`config.mk`:
```
export PLATFORM = sky130hd
export DESIGN_NAME = seg_scan
export DESIGN_NICKNAME = d
export VERILOG_FILES = /design/src/rtl/seg_scan.sv
export SDC_FILE = /design/constraint.sdc
export NUM_CORES = 1
export LEC_CHECK = 0
export CORE_ASPECT_RATIO = 0.5
export CORE_UTILIZATION = 35
export DETAILED_ROUTE_END_ITERATION = 8
export SYNTH_ARGS = -nofsm -noshare
export SYNTH_HDL_FRONTEND = slang
export SYNTH_SLANG_ARGS = --single-unit
export TNS_END_PERCENT = 1
```
`constraint.sdc`:
```
create_clock -name clk -period 5.8 [get_ports clk]
set_clock_uncertainty 0.2 [all_clocks]
set_input_delay 1.16 -clock clk [delete_from_list [all_inputs] [get_ports clk]]
set_output_delay 1.16 -clock clk [all_outputs]
set_load 0.005 [all_outputs]
```
`src/rtl/seg_scan.sv`:
```
`default_nettype none
// ============================================================================
// seg_scan : six-digit multiplexed seven-segment driver with frame snapshot
// Rev 1.0  : initial release
// ============================================================================
module seg_scan #(
    parameter int DIV        = 50000,
    parameter bit ACTIVE_LOW = 1'b1
) (
    input  logic       clk,
    input  logic       clr_n,
    input  logic [3:0] lit_lsb,
    input  logic [3:0] lit_msb,
    input  logic [3:0] sec_lsb,
    input  logic [3:0] sec_msb,
    input  logic [3:0] min_lsb,
    input  logic [3:0] min_msb,
    input  logic       hold,
    input  logic       blank_lz,
    output logic [5:0] an,
    output logic [6:0] seg,
    output logic       dp
);

    localparam int               CNT_W     = 16;
    localparam logic [CNT_W-1:0] C_CNT_MAX = CNT_W'(DIV - 1);
    localparam logic [CNT_W-1:0] C_GUARD   = CNT_W'(2);
    localparam logic [5:0]       C_AN_INV  = {6{ACTIVE_LOW}};
    localparam logic [6:0]       C_SEG_INV = {7{ACTIVE_LOW}};
    localparam logic             C_DP_INV  = ACTIVE_LOW;

    logic [CNT_W-1:0] cnt_q, cnt_d;
    logic [2:0]       idx_q, idx_d;
    logic [5:0][3:0]  snap_q, snap_d;
    logic [5:0]       an_q, an_d;
    logic [6:0]       seg_q, seg_d;
    logic             dp_q, dp_d;

    logic             slot_end;
    logic             guard;
    logic             blank;
    logic [3:0]       digit;
    logic [6:0]       seg_hi;
    logic [5:0]       an_hi;
    logic             dp_hi;

    always_comb begin
        slot_end = (cnt_q == C_CNT_MAX);
        cnt_d    = slot_end ? '0 : cnt_q + 1'b1;
        idx_d    = idx_q;
        snap_d   = snap_q;
        if (slot_end) begin
            idx_d = (idx_q == 3'd5) ? 3'd0 : idx_q + 3'd1;
            // Whole-frame capture keeps one frame from mixing two counter values.
            if (idx_q == 3'd5 && !hold) begin
                snap_d = {min_msb, min_lsb, sec_msb, sec_lsb, lit_msb, lit_lsb};
            end
        end
    end

    always_comb begin
        digit = snap_q[idx_q];
        guard = (cnt_q < C_GUARD);
        blank = (idx_q == 3'd5) && blank_lz && (snap_q[5] == 4'd0);

        case (digit)
            4'd0:    seg_hi = 7'b0111111;
            4'd1:    seg_hi = 7'b0000110;
            4'd2:    seg_hi = 7'b1011011;
            4'd3:    seg_hi = 7'b1001111;
            4'd4:    seg_hi = 7'b1100110;
            4'd5:    seg_hi = 7'b1101101;
            4'd6:    seg_hi = 7'b1111101;
            4'd7:    seg_hi = 7'b0000111;
            4'd8:    seg_hi = 7'b1111111;
            4'd9:    seg_hi = 7'b1101111;
            default: seg_hi = 7'b1000000;
        endcase

        an_hi = '0;
        if (!guard && !blank) begin
            an_hi = 6'd1 << idx_q;
        end
        if (blank) begin
            seg_hi = '0;
        end
        dp_hi = !guard && !blank && ((idx_q == 3'd2) || (idx_q == 3'd4));

        an_d  = an_hi ^ C_AN_INV;
        seg_d = seg_hi ^ C_SEG_INV;
        dp_d  = dp_hi ^ C_DP_INV;
    end

    always_ff @(posedge clk or negedge clr_n) begin
        if (!clr_n) begin
            cnt_q  <= '0;
            idx_q  <= '0;
            snap_q <= '0;
            an_q   <= C_AN_INV;
            seg_q  <= C_SEG_INV;
            dp_q   <= C_DP_INV;
        end else begin
            cnt_q  <= cnt_d;
            idx_q  <= idx_d;
            snap_q <= snap_d;
            an_q   <= an_d;
            seg_q  <= seg_d;
            dp_q   <= dp_d;
        end
    end

    assign an  = an_q;
    assign seg = seg_q;
    assign dp  = dp_q;

endmodule
`default_nettype wire

```
# Word level (Yosys, flattened, before mapping)
# Memories as Yosys holds them, arrays and structs flattened.
# Cells that the tools add are included.
dict set report totals {
  register_bits 57
  rom_bits 112
  inputBits 28
  out_inout_bits 14
  word_cells 41
  mem_count 1
}
# name words word_bits read_ports rd_clocked_by_memory_dff wr line_no
set mem_list {}
lappend mem_list {{(name not given)} 16 7 1 0 0 66} ;# case (digit)
dict set report op_classes {
  n_addsub 2
  magnitude_cmp 2
  eq_ne 4
  n_shift 1
  mux 6
  bitwise 3
  n_reduce_logical 11
}
# operator n
set op_table {}
lappend op_table {{adder 16 x 1 -> 16 bit (second input constant)} 1}
lappend op_table {{== test 16 bit (second input constant)} 1}
lappend op_table {{< comparator 16 x 2 -> 1 bit (second input constant)} 1}
lappend op_table {{two-way mux 16 bit} 1}
lappend op_table {{binary-select mux 4 bit (select 3 bit)} 1}
lappend op_table {{two-way mux 7 bit} 1}
lappend op_table {{NOT 7 bit} 1}
lappend op_table {{== test 3 bit (second input constant)} 2}
lappend op_table {{two-way mux 6 bit} 1}
lappend op_table {{NOT 6 bit} 1}
lappend op_table {{<< shifter 1 x 3 -> 6 bit (first input constant)} 1}
lappend op_table {{logical AND 1 bit} 5}
lappend op_table {{logical NOT 4 bit} 1}
lappend op_table {{< comparator 3 x 4 -> 1 bit (second input constant)} 1}
lappend op_table {{two-way mux 4 bit} 1}
lappend op_table {{adder 3 x 1 -> 3 bit (second input constant)} 1}
lappend op_table {{== test 3 x 2 -> 1 bit (second input constant)} 1}
lappend op_table {{logical NOT 1 bit} 3}
lappend op_table {{two-way mux 3 bit} 1}
lappend op_table {{AND reduction 2 bit} 1}
lappend op_table {{logical OR 1 bit} 1}
lappend op_table {{NOT 1 bit} 1}

# Logic depth before layout (Yosys ltp)
dict set report depth {
  ltp_word 7
  ltp_mapped 9
  mapped_depth_nobuf 8
}

# Worst setup path before layout
# No wires, ideal clock.
dict set report synth_path {
  kind {input to register}
  startpoint {input port blank_lz}
  endpoint {register seg_q[5], in the netlist seg[5]}
  setup_ps 81
  arrival_time_ps 2285
  required_ps 5519
  setup_slack_ps 3235
  path_stages 4
  n_path_buf 0
  cell_sequence {or4b_1 -> or3_1 -> and2_1 -> a32oi_1}
}
dict set report synth_via {
  elab_chain_cells 4
}
# item line_no
set synth_lines {}
lappend synth_lines {{start, declared} 19} ;# input logic blank_lz,
lappend synth_lines {{logical AND 1 bit (2 in a row)} 64} ;# blank = (idx_q == 3'd5) && blank_lz && (snap_q[5] == 4'd0);
lappend synth_lines {{two-way mux 7 bit} 84} ;# if (blank) begin
lappend synth_lines {{NOT 7 bit (no line)} n/a}
lappend synth_lines {{net seg_d[5]} 36} ;# logic [6:0] seg_q, seg_d;
lappend synth_lines {{end signal, assigned} 107} ;# seg_q <= seg_d;
lappend synth_lines {{end, declared} 36}
# The timed path passes the listed nets, and every way through them passes these cells.
# A chain may end at the register's enable or synchronous reset.

# Worst setup path after layout
dict set report layout_path {
  startpoint {register cnt_q[0]}
  endpoint {register snap_q[10] (netlist bit)}
}
dict set report layout_via {
  elab_chain_cells 2
}
# item line_no
set layout_lines {}
lappend layout_lines {{start, declared} 32} ;# logic [CNT_W-1:0] cnt_q, cnt_d;
lappend layout_lines {{start signal, assigned} 103} ;# cnt_q <= cnt_d;
lappend layout_lines {{== test 16 bit} 48} ;# slot_end = (cnt_q == C_CNT_MAX);
lappend layout_lines {{AND reduction 2 bit (no line)} n/a}
lappend layout_lines {{end signal, assigned} 105} ;# snap_q <= snap_d;
lappend layout_lines {{end, declared} 34} ;# logic [5:0][3:0] snap_q, snap_d;
# No other way between the ends.

==> results.json <==
{
  "outcome": "finished with violations",
  "violations": "DRC",
  "period_minus_slack_ns": 3.15,
  "grt_pass1_vias": 1805,
  "cp_slowest_stage_delay_ns": 1.02,
  "async_flop_share_pct": 100,
  "dieArea_mm2": 0.00794,
  "grt_pass1_wl_um": 8450,
  "path_max_fanout": 24,
  "die_height_um": 63.5,
  "syn-num-nets": 249,
  "path_clk_slew_ns": 0.05,
  "fillerInstances": 624,
  "use_met3_pct": 6.80,
  "initial_utilization_pct": 37.9,
  "slew_headroom_pct": 23.8,
  "io_buffers": 41,
  "grt_max_degree": 58,
  "grt_use_met1_pct": 16.7,
  "synth_area_mm2": 0.00265,
  "cp-end-kind": "flop",
  "power_leakage_uw": 0.00155,
  "rsz0062_at_grt": "no",
  "powerDensity_mw_per_mm2": 277,
  "track_usage_pct": 14.1,
  "drt_wl_total_um": 4940,
  "root_buffer": "clkbuf_16",
  "yosysTopAreaCell": "dfrtp_1",
  "fmax_mhz": 317,
  "wl_per_cell_um": 13.8,
  "yosysTopAreaCellShare_pct": 40.6,
  "cts_resized": 0,
  "clkLatencyLatePin_ns": 0.32,
  "vias": 1750,
  "core_area_mm2": 0.00699,
  "area_growth_pct": 30.1,
  "ys_seq_area_share_pct": 54.5,
  "die_w_um": 125,
  "synth.distinct_cells": 38,
  "cts_buffers": 9,
  "holdBufCountCts": 0,
  "synth.ff_latch_count": 57,
  "crit_path_top_delay_cell": "nor3b_4",
  "arrival_ns": 3.16,
  "via_per_inst": 4.87,
  "grt.busiest_layer": "met2",
  "setup_tns_ns": 0,
  "clock_sinks": 57,
  "dr.pass1.iters": 6,
  "ys_warn_count": 0,
  "worst-path-buf-inv": 0,
  "nets": 297,
  "rows": 21,
  "drv_cap": 0,
  "ys_top_cells_by_area": "dfrtp_1, dfstp_2, mux2_2, mux2i_1, xor2_1",
  "hold_class": "flop to flop",
  "avgSynthCellArea_um2": 12.4,
  "grt_use_met2_pct": 22.4,
  "power_uw": 955,
  "ir_drop_mv": 0.134,
  "tightest_slew_ns": 1.14,
  "dp_worst_setup_slack_ns": 2.44,
  "synthFlopType": "dfrtp_1",
  "cts_tree": "built",
  "yosysMostFrequentCell": "dfrtp_1",
  "slew_viol_final": 0,
  "synthTopCellsByCount": "dfrtp_1, mux2_2, nor2_1, dfstp_2, nand2_1",
  "drt-initial-drc-count": 101,
  "period_share_pct": 54.3,
  "worstPathRequired_ns": 5.80,
  "worstPathCellList": "ha_1 > and3_1 > and4_1 > nor3b_4 > mux2_2",
  "n_antenna_cell": 0,
  "postCtsSetupRepairBufs": 0,
  "gp_congestion": 0.796,
  "ant_nets": 0,
  "drive_above_1_share_pct": 23.6,
  "grt_overflow_total": 0,
  "postLayoutSetupSlackWorst_ns": 2.65,
  "h-tree-depth": 3,
  "ios": 42,
  "crit_family": "simple AND/OR/NAND/NOR gates",
  "clk_path_buf_depth": 2,
  "route.detailed.drc": 6,
  "hold_viol": 0,
  "startpoint_type": "flop",
  "grt_antenna_before_repair": 0,
  "synth_edf_count": 0,
  "syn_inst": 214,
  "path_class": "flop to flop",
  "dp_hpwl_um": 3500,
  "setup_viol": 0
}
cell type report:
| type | count | area [µm²] | area share [%] |
|---|---|---|---|
| tap | 92 | 115 | 3.34 |
| clock buffer | 14 | 274 | 7.95 |
| multi-input combinational | 146 | 1140 | 33.2 |
| clock inverter | 2 | 35.0 | 1.02 |
| timing repair buffer | 42 | 413 | 12.0 |
| inverter | 6 | 22.5 | 0.653 |
| sequential | 57 | 1440 | 41.9 |
power by group:
group          total [µW]  switching (µW)  internal, µW
logic                26.6            10.4          16.2
registers             399               0           399
clock network         529             163           366
path summary, 6_finish.rpt:
kind / startpoint / to / slack, ns / cells past startpoint
max: cnt_q[0] / snap_q[10] / 2.65 / 5
min: cnt_q[0] / cnt_q[0] / 0.29 / 1
max reg2reg: cnt_q[0] / snap_q[10] / 2.65 / 5
min reg2reg: cnt_q[0] / cnt_q[0] / 0.29 / 1
max in group asynchronous: clr_n / snap_q[4] / 4.15 / 2
min in group asynchronous: clr_n / cnt_q[6] / 0.75 / 2
sequential cells by signal, indices dropped and copies added (netlist names):
name	flops
cnt_q	16
an	6
snap_q	24
seg	7
dp	1
idx_q	3
layout by cell type, fill, tap and decap left out, types with 4 or more instances in the layout:
| cell type | Yosys | final |
|---|---|---|
| nand2_1 | 12 | 12 |
| and3_1 | 5 | 5 |
| dfstp_2 | 14 | 14 |
| nor2_1 | 17 | 17 |
| xnor2_1 | 4 | 4 |
| mux2_2 | 28 | 28 |
| mux2i_1 | 10 | 10 |
| nor2b_1 | 5 | 5 |
| clkbuf_16 | 0 | 9 |
| dfrtp_1 | 43 | 43 |
| nor3_1 | 5 | 5 |
| nand3_1 | 10 | 10 |
| ha_1 | 7 | 7 |
| inv_1 | 6 | 6 |
| xor2_1 | 11 | 11 |
| clkdlybuf4s50_1 | 0 | 40 |
through the flow:
stage / util, % / instances / hold WS [ns] / cell area [µm²]
2_1_floorplan: - / 214 / 0.233 / 2650
3_3_place_gp: 44.9 / 343 / 0.254 / 3140
3_5_place_dp: 44.9 / 343 / 0.272 / 3140
4_1_cts: 49.3 / 359 / 0.287 / 3450
5_1_grt: 49.3 / 359 / 0.314 / 3450
6_report: 49.3 / 359 / 0.289 / 3450
cells by family (layout without fill, tap and decap cells):
logic type	after synthesis	count (layout)	synth area share, %
AND/OR/NAND/NOR	71	71	14.5
flip-flops	57	57	54.5
multiplexers	39	39	16.5
XOR/XNOR	15	15	4.96
AO/OA/AOI/OAI	14	14	3.87
buffers and inverters	11	64	2.31
adder cells (fa/ha/maj)	7	7	3.31
routing by layer:
layer	vias up	wire length [µm]
met4	0	76
met2	25	2340
li1	853	-
met1	864	2320
met5	-	0
met3	8	208
Power figures use the tool's default switching activity.
